**src/rtl/adcif_pkg.sv**
```systemverilog
// Shared audio definitions for the I2S receive path: sample width, channel
// encoding and bit-counter width.
package adcif_pkg;
  localparam int   ADCIF_SAMPLE_BITS = 24;
  localparam logic I2S_LEFT          = 1'b0;
  localparam logic I2S_RIGHT         = 1'b1;
  localparam int   BIT_CNT_W         = 8;
endpackage

```
**src/rtl/adcif_sync.sv**
```systemverilog
// Multi-stage flop synchronizer for one asynchronous I2S pin.
module adcif_sync #(
  parameter int STAGES = 2
) (
  input  logic clk,
  input  logic rst_n,
  input  logic d,
  output logic q
);
  logic [STAGES-1:0] ff;

  always_ff @(posedge clk or negedge rst_n) begin
    if (!rst_n) ff <= '0;
    else        ff <= {ff[STAGES-2:0], d};
  end

  assign q = ff[STAGES-1];
endmodule

```
**src/rtl/adcif.sv**
```systemverilog
// I2S slave receiver: deserializes MSB-first stereo words into sample pairs.
// Build option ADCIF_FIFO_EN adds a FIFO_DEPTH-entry ready/valid pair FIFO.
module adcif
  import adcif_pkg::*;
#(
  parameter int SAMPLE_BITS = ADCIF_SAMPLE_BITS,
  parameter int SYNC_STAGES = 2,
  parameter int FIFO_DEPTH  = 4
) (
  input  logic                   clk,
  input  logic                   rst_n,
  input  logic                   i2s_lrck,
  input  logic                   i2s_bck,
  input  logic                   i2s_data,
  output logic [SAMPLE_BITS-1:0] left_data,
  output logic [SAMPLE_BITS-1:0] right_data,
  output logic                   sample_valid,
  input  logic                   sample_ready,
  output logic                   overflow,
  input  logic                   overflow_clr
);
  localparam logic [SAMPLE_BITS-1:0] MSB_ONE = {1'b1, {(SAMPLE_BITS-1){1'b0}}};

  logic lrck_s, bck_s, data_s, bck_d, bck_rise;
  logic prev_lrck, sync_ok, emit;
  logic [BIT_CNT_W-1:0]   bit_cnt, cnt_nxt;
  logic [SAMPLE_BITS-1:0] shreg, shreg_nxt, left_hold;

  adcif_sync #(.STAGES(SYNC_STAGES)) u_sync_lrck (.clk(clk), .rst_n(rst_n), .d(i2s_lrck), .q(lrck_s));
  adcif_sync #(.STAGES(SYNC_STAGES)) u_sync_bck  (.clk(clk), .rst_n(rst_n), .d(i2s_bck),  .q(bck_s));
  adcif_sync #(.STAGES(SYNC_STAGES)) u_sync_data (.clk(clk), .rst_n(rst_n), .d(i2s_data), .q(data_s));

  assign bck_rise = bck_s & ~bck_d;
  assign cnt_nxt  = (bit_cnt == '1) ? bit_cnt : bit_cnt + 1'b1;
  // Bits past SAMPLE_BITS shift the marker out entirely, which truncates long words.
  assign shreg_nxt = shreg | ((MSB_ONE >> bit_cnt) & {SAMPLE_BITS{data_s}});
  assign emit = bck_rise && (lrck_s != prev_lrck) && (prev_lrck == I2S_RIGHT) && sync_ok;

  always_ff @(posedge clk or negedge rst_n) begin
    if (!rst_n) begin
      bck_d     <= 1'b0;
      prev_lrck <= I2S_LEFT;
      sync_ok   <= 1'b0;
      bit_cnt   <= '0;
      shreg     <= '0;
      left_hold <= '0;
    end else begin
      bck_d <= bck_s;
      if (bck_rise) begin
        prev_lrck <= lrck_s;
        if (lrck_s != prev_lrck) begin
          shreg   <= '0;
          bit_cnt <= '0;
          if (prev_lrck == I2S_LEFT) left_hold <= shreg_nxt;
          else                       sync_ok   <= 1'b1;
        end else begin
          shreg   <= shreg_nxt;
          bit_cnt <= cnt_nxt;
          // A word that never ends means the framing is lost; wait for a fresh R->L edge.
          if (cnt_nxt == '1) sync_ok <= 1'b0;
        end
      end
    end
  end

`ifdef ADCIF_FIFO_EN
  localparam int PTR_W = $clog2(FIFO_DEPTH);

  logic [SAMPLE_BITS-1:0] mem_l [FIFO_DEPTH];
  logic [SAMPLE_BITS-1:0] mem_r [FIFO_DEPTH];
  logic [PTR_W-1:0]       wr_ptr, rd_ptr;
  logic [PTR_W:0]         count;
  logic                   pop, full, push_ok;

  assign pop          = sample_valid && sample_ready;
  assign full         = (count == (PTR_W+1)'(FIFO_DEPTH));
  assign push_ok      = emit && (!full || pop);
  assign sample_valid = (count != '0);
  assign left_data    = mem_l[rd_ptr];
  assign right_data   = mem_r[rd_ptr];

  always_ff @(posedge clk or negedge rst_n) begin
    if (!rst_n) begin
      for (int i = 0; i < FIFO_DEPTH; i++) begin
        mem_l[i] <= '0;
        mem_r[i] <= '0;
      end
      wr_ptr   <= '0;
      rd_ptr   <= '0;
      count    <= '0;
      overflow <= 1'b0;
    end else begin
      if (push_ok) begin
        mem_l[wr_ptr] <= left_hold;
        mem_r[wr_ptr] <= shreg_nxt;
        wr_ptr        <= wr_ptr + 1'b1;
      end
      if (pop) rd_ptr <= rd_ptr + 1'b1;
      count <= count + (PTR_W+1)'(push_ok) - (PTR_W+1)'(pop);
      if (emit && !push_ok) overflow <= 1'b1;
      else if (overflow_clr) overflow <= 1'b0;
    end
  end
`else
  always_ff @(posedge clk or negedge rst_n) begin
    if (!rst_n) begin
      left_data    <= '0;
      right_data   <= '0;
      sample_valid <= 1'b0;
    end else begin
      sample_valid <= emit;
      if (emit) begin
        left_data  <= left_hold;
        right_data <= shreg_nxt;
      end
    end
  end

  assign overflow = 1'b0;

  logic unused_in;
  assign unused_in = &{1'b0, sample_ready, overflow_clr};
  localparam int unused_depth = FIFO_DEPTH;
`endif
endmodule

```
**config.mk**
```make
export PLATFORM = sky130hd
export DESIGN_NAME = adcif
export DESIGN_NICKNAME = d
export VERILOG_FILES = /design/src/rtl/adcif_pkg.sv /design/src/rtl/adcif_sync.sv /design/src/rtl/adcif.sv
export SDC_FILE = /design/constraint.sdc
export NUM_CORES = 1
export LEC_CHECK = 0
export CORE_ASPECT_RATIO = 1.25
export CORE_UTILIZATION = 59
export DETAILED_ROUTE_END_ITERATION = 10
export PLACE_DENSITY_LB_ADDON = 0.12
export SLEW_MARGIN = 30
export SYNTH_ARGS = -nofsm -noshare
export SYNTH_HDL_FRONTEND = slang
export SYNTH_HIERARCHICAL = 1
export SYNTH_SLANG_ARGS = --single-unit
```
**constraint.sdc**
```tcl
create_clock -name clk -period 5 [get_ports clk]
set_clock_uncertainty 0.05 [all_clocks]
set_input_delay 0.75 -clock clk [delete_from_list [all_inputs] [get_ports clk]]
set_output_delay 0.75 -clock clk [all_outputs]
set_load 0.05 [all_outputs]
```
==> impl_metrics.yaml, run 1 <==
routing:
  drc: 0
  wl_met2_mm: 4.909
  post_drt_via_cell_ratio: 5.936
  ant_nets: 0
  vias: 3348
  wl_mm: 9.584
  wl_met1_mm: 4.193
  route.met3.wl_um: 341
  drt_pass1_iterations: 5
  drt-wirelength-per-cell_um: 16.99
  highest_layer: "met4"
  drt_iter0_drc: 209
job:
  drv_cap: 0
floorplan:
  dieArea_mm2: 0.008177
  chipHeight_um: 100.9
  io_pins: 57
  core-area_mm2: 0.007488
  die_w_um: 81.08
  start_util: 0.6159
  std_cell_rows: 35
setup_path:
  required_ns: 4.20
  critPathBufInv: 1
  reg2reg_to: "shreg[21]"
  r2r_setup_slack_ns: 2.85
  reg2reg_depth: 3
  critical_path_class: "reg2out"
  critPathMaxFanout: 2
  startpoint_type: "register"
  critical_path.cell_chain: "clkdlybuf4s50_1"
  rr_startpoint: "bit_cnt[5]"
  end_kind: "primary output"
  cp_slowest_cell: "clkdlybuf4s50_1"
  cpPeakStageDelay_ns: 0.81
  crit_family: "buffers and inverters"
  cp_data_arrival_time_ns: 1.69
power:
  comb_power_share: 0.273
  p_int_mw: 2.197
  p_leak_nw: 2.498
  ir_worst_vdd_mv: 0.4067
  power_switching_mw: 1.129
  power.total_mw: 3.326
  power_density_mw_per_mm2: 577.8
  pwr-share-seq: 0.366
  switching_share: 0.3394
  pwr-share-clk: 0.361
sta:
  setup_viol: 0
  rsz0062_at_grt: "false"
  hold_viol_final: 0
  maxSlewViolCount: 0
  fin_crit_ns: 2.495
  tightest_slew_ns: 0.8346
  setup_tns_ns: 0
  slew_headroom: 0.4421
  fin_ws_ns: 2.505
  hold_slack_ns: 0.2194
  period_share: 0.4989
  fmax_ghz: 0.4008
grt:
  grt_pass1_vias: 3259
  grt_usage: 0.2638
  grt_first_pass_wirelength_mm: 15.92
  grt_max_degree: 81
  grt_antenna_before_repair: 0
  grt_remaining_overflow: 0
final_layout:
  stdcell_count: 564
  finalInstanceArea_mm2: 0.005757
  nNetsFinal: 467
  fin_util: 0.7688
  antennaDiodeCount: 0
  drive_gt1_frac: 0.1525
  area_delta_synth_final_pct: 24.82
outcome:
  status: "completed"
placement:
  hpwl_mm: 5.932
  dpl_cell_area_mm2: 0.005151
  dp.cells: 532
  pre_cts_slack_ns: 2.922
  numPortBuffers: 53
  place_congestion: 0.8617
synthesis:
  yosys_warnings: 6
  syn_avg_cell_area_um2: 11.22
  synth.net_count: 419
  syn_area_mm2: 0.004612
  synth_xor_area_frac: 0.005697
  synth_top_family_by_area: "simple AND/OR/NAND/NOR gates"
  synthAdderAreaFrac: 0.002713
  yosys.area_share.simple: 0.1614
  ys_seq_area_frac: 0.6186
  synth_compound_area_frac: 0.1161
  ys_ff_latch: 114
  synthMuxAreaShare: 0.06104
  yosysUniqueCellTypes: 44
  synthCells: 411
clocking:
  worstSkewPairLatency_ns: 0.51
  cts_buffer_depth: 2
  numCtsBuffers: 17
  ctsHoldBuffers: 0
  cts.sinks: 114
  cts_resized: 0
  clk_pin_slew_ns: 0.06
  postCtsSetupBuffers: 0
  cts_tree: "built"
  h-tree-depth: 4
  clock_tree.root_cell: "clkbuf_8"
min_path:
  hold_path_class: "in2async"
[synthesized netlist by cell type, drive strengths merged]
cell / instances / area share
nor4b: 4 / 0.015
dfrtp: 114 / 0.62
a21o: 2 / 0.0033
nand3b: 1 / 0.0016
nor2b: 3 / 0.0041
and3b: 1 / 0.0019
nand4b: 3 / 0.0057
o21ai: 26 / 0.028
o22a: 1 / 0.0019
and3: 1 / 0.0014
a31o: 1 / 0.0019
a21oi: 32 / 0.035
nand4: 2 / 0.0060
and4: 3 / 0.0057
nor3: 26 / 0.028
mux2: 25 / 0.061
o21ba: 1 / 0.0022
o2111ai: 1 / 0.0019
buf: 16 / 0.021
nand2: 33 / 0.027
conb: 1 / 0.00081
and4bb: 3 / 0.0081
nor3b: 4 / 0.0076
ha: 1 / 0.0027
and2: 1 / 0.0014
a31oi: 28 / 0.038
nand3: 2 / 0.0022
a41oi: 1 / 0.0019
xnor2: 2 / 0.0038
xor2: 1 / 0.0019
nand2b: 1 / 0.0014
a32o: 1 / 0.0022
inv: 2 / 0.0016
nor2: 54 / 0.044
clkbuf: 13 / 0.011
[power by group through the flow]
| stage | sequential, mW | clock (mW) | combinational (mW) |
|---|---|---|---|
| 2_1_floorplan | 1.56 | 0 | 0.269 |
| 3_3_place_gp | 1.22 | 0 | 0.889 |
| 3_5_place_dp | 1.23 | 0 | 0.907 |
| 4_1_cts | 1.22 | 1.21 | 0.914 |
| 5_1_grt | 1.24 | 1.25 | 0.963 |
| 6_report | 1.22 | 1.20 | 0.909 |
[state kept, by name (all words and copies together), names as in the netlist]
| register | cells |
|---|---|
| right_data | 24 |
| sample_valid | 1 |
| u_sync_lrck/ff | 2 |
| shreg | 24 |
| left_data | 24 |
| u_sync_bck/ff | 2 |
| bit_cnt | 8 |
| bck_d | 1 |
| left_hold | 24 |
| prev_lrck | 1 |
| sync_ok | 1 |
| u_sync_data/ff | 2 |
[cells by family after synthesis]
group / Yosys count
AO/OA/AOI/OAI: 94
flip-flops: 114
adder cells (fa/ha/maj): 1
XOR/XNOR: 3
AND/OR/NAND/NOR: 142
multiplexers: 25
buffers and inverters: 31
other: 1
[routing by layer]
layer | track usage | up-vias
li1 | - | 1553
met1 | 0.3476 | 1684
met2 | 0.4208 | 100
met3 | 0.05882 | 11
met4 | 0.1099 | 0
met5 | 0 | -
[cells in the final DEF (no fill, tap or decap), drive strengths merged, types with 4 or more instances in the layout]
master and instances:
clkbuf 20, buf 6, clkdlybuf4s50 52, clkinv 4, nor3 26, mux2 25, o21ai 26, clkinvlp 4
nor3b 4, dfrtp 114, a31oi 28, nand2 33, nor4b 4, nor2 54, a21oi 32
[cell type report]
type | count | area, um2
clock buffer | 20 | 445.4
clock inverter | 12 | 156.4
fill | 463 | 1732
inverter | 2 | 7.507
multi-input combinational | 266 | 1610
sequential | 114 | 2853
tap | 92 | 115.1
timing repair buffer | 58 | 569.3
[how the worst max path moves through the flow]
| stage | start | slack [ns] | endpoint | cells past startpoint |
|---|---|---|---|---|
| after floorplan | bit_cnt[0] | 3.39 | sync_ok | 6 |
| final | right_data[7] | 2.51 | right_data[7] | 1 |
| after detailed placement | rst_n | 2.92 | shreg[7] | 2 |
| after global routing | right_data[4] | 2.46 | right_data[4] | 1 |
| after global placement | rst_n | 2.96 | shreg[5] | 2 |
| after CTS | right_data[7] | 2.49 | right_data[7] | 1 |
(Power assumes the default switching activity.)
==> run 2: changes to the inputs <==
--- a/config.mk
+++ b/config.mk
@@ -6,7 +6,7 @@
 export NUM_CORES = 1
 export LEC_CHECK = 0
 export CORE_ASPECT_RATIO = 1.25
-export CORE_UTILIZATION = 59
+export CORE_UTILIZATION = 50
 export DETAILED_ROUTE_END_ITERATION = 10
 export PLACE_DENSITY_LB_ADDON = 0.12
 export SLEW_MARGIN = 30
==> constraint.sdc (replaced) <==
create_clock -name clk -period 2 [get_ports clk]
set_clock_uncertainty 0.05 [all_clocks]
set_input_delay 0.3 -clock clk [delete_from_list [all_inputs] [get_ports clk]]
set_output_delay 0.3 -clock clk [all_outputs]
set_load 0.05 [all_outputs]
==> impl_metrics.yaml, run 2 (same netlist as run 1, synthesis figures left out) <==
outcome:
  status: "completed"
sta:
  maxSlewViolCount: 0
  hold_viol_final: 0
  rsz0062_at_grt: "false"
  slew_headroom: 0.6370
  fin_crit_ns: 1.815
  tightest_slew_ns: 0.5434
  setup_viol: 0
  period_share: 0.9077
  fmax_ghz: 0.5508
  setup_tns_ns: 0
routing:
  post_drt_via_cell_ratio: 5.447
  drt_iter0_drc: 267
  route.met3.wl_um: 418
  highest_layer: "met4"
  wl_met1_mm: 4.271
  drt_pass1_iterations: 7
  drt-wirelength-per-cell_um: 15.48
  ant_nets: 0
  wl_mm: 9.351
  wl_met2_mm: 4.582
  drc: 0
  vias: 3290
clocking:
  cts_buffer_depth: 2
  cts.sinks: 114
  worstSkewPairLatency_ns: 0.51
  numCtsBuffers: 17
  h-tree-depth: 4
  cts_tree: "built"
  clock_tree.root_cell: "clkbuf_8"
  clk_pin_slew_ns: 0.05
setup_path:
  cp_data_arrival_time_ns: 2.21
  cp_slowest_cell: "dfrtp_1"
  critPathMaxFanout: 14
  rr_startpoint: "bit_cnt[2]"
  required_ns: 2.40
  end_kind: "register"
  critical_path_class: "reg2reg"
  cp-startpoint: "bit_cnt[2]"
  cpPeakStageDelay_ns: 0.59
  startpoint_type: "register"
  critical_path.cell_chain: "and4_1 -> nand4_4 -> o21ai_0 -> o21ba_2"
final_layout:
  fillers: 686
  finalInstanceArea_mm2: 0.005854
  regArea_mm2: 0.002853
  nNetsFinal: 481
  area_delta_synth_final_pct: 26.94
  antennaDiodeCount: 0
  multiInputGateArea_mm2: 0.001613
  final_common_cell: "dfrtp_1"
  layout_common_cells: "dfrtp_1 (114), nor2_1 (54), dlygate4sd2_1 (49)"
  drive_gt1_frac: 0.1694
min_path:
  hold_path_class: "in2async"
floorplan:
  dieArea_mm2: 0.009614
  std_cell_rows: 38
  die_w_um: 87.90
  start_util: 0.5243
  io_pins: 57
  core-area_mm2: 0.008796
  chipHeight_um: 109.4
grt:
  grt_remaining_overflow: 0
  grt_pass1_vias: 3186
  grt_usage: 0.2203
  grt_first_pass_wirelength_mm: 15.78
  grt_antenna_before_repair: 0
  grt_max_degree: 74
power:
  power_density_mw_per_mm2: 1370
  ir_worst_vdd_mv: 0.5622
  p_leak_nw: 2.769
placement:
  place_congestion: 0.8599
  numPortBuffers: 53
  hpwl_mm: 6.270
  dpl_cell_area_mm2: 0.005336
job:
  drv_cap: 0
[run 2: changes by cell type in the layout (fill, tap and decap cells not counted), sizes merged]
| cell | delta |
|---|---|
| buf | +13 |
| bufinv | -1 |
| clkbuf | +5 |
| clkdlybuf4s50 | -49 |
| clkinv | -1 |
| clkinvlp | -4 |
| dlygate4sd2 | +49 |
| dlygate4sd3 | +1 |
| inv | -1 |
[run 2: final cells by class]
cell class,count,share of cell area
clock buffers,25,0.08442
clock inverters,5,0.01282
inverters,2,0.001282
multi-input cells,266,0.2755
flip-flops and latches,114,0.4873
well taps,120,0.02565
repair buffers,72,0.1131
[run 2: report_power, final]
part,total [mW],switching (mW),internal [mW]
clock,2.85,0.933,1.91
combinational,2.20,1.53,0.665
sequential,2.97,0.231,2.74
total,8.02,2.70,5.32
[run 2: path summary, 6_finish.rpt]
| kind | end | slack (ns) | depth (start not counted) |
|---|---|---|---|
| worst max-delay path | bit_cnt[0] | 0.18 | 4 |
| worst min register to register | u_sync_data/ff[1] | 0.30 | 0 |
| worst max register to register | bit_cnt[0] | 0.18 | 4 |
| worst min-delay path | left_hold[15] | 0.13 | 2 |
| max in group asynchronous | shreg[7] | 1.22 | 3 |
| min in group clk | u_sync_lrck/ff[0] | 0.18 | 1 |
[run 2: timing repair]
item	CTS	global route
gates resized for setup	49	0
endpoints found under the hold margin	114	0
endpoints found under the setup margin	49	0
hold buffers	1	0
setup buffers	0	0
[run 2: through the flow]
stage | worst slack, ns | util | hold slack (ns) | std cells | power [mW]
floorplan | 0.3915 | - | -0.04559 | 411 | 4.570
global placement | 0.2768 | 0.6067 | 0.1142 | 573 | 5.354
detailed placement | 0.2159 | 0.6067 | 0.1143 | 573 | 5.422
CTS | 0.1897 | 0.6656 | 0.1148 | 604 | 8.097
global route | 0.05402 | 0.6656 | 0.1236 | 604 | 8.390
finish | 0.1846 | 0.6656 | 0.1307 | 604 | 8.018
[run 2: worst max-delay path: cells and delay by family, from the launching register on]
family           cells  cell delay [ns]
AO/OA/AOI/OAI        2             0.48
AND/OR/NAND/NOR      2             0.63
flip-flops           1             0.59
[run 2: layer usage]
metal | vias up | GRT usage
li1 | 1574 | -
met1 | 1623 | 0.2998
met2 | 83 | 0.3339
met3 | 10 | 0.06381
met4 | 0 | 0.08548
met5 | - | 0
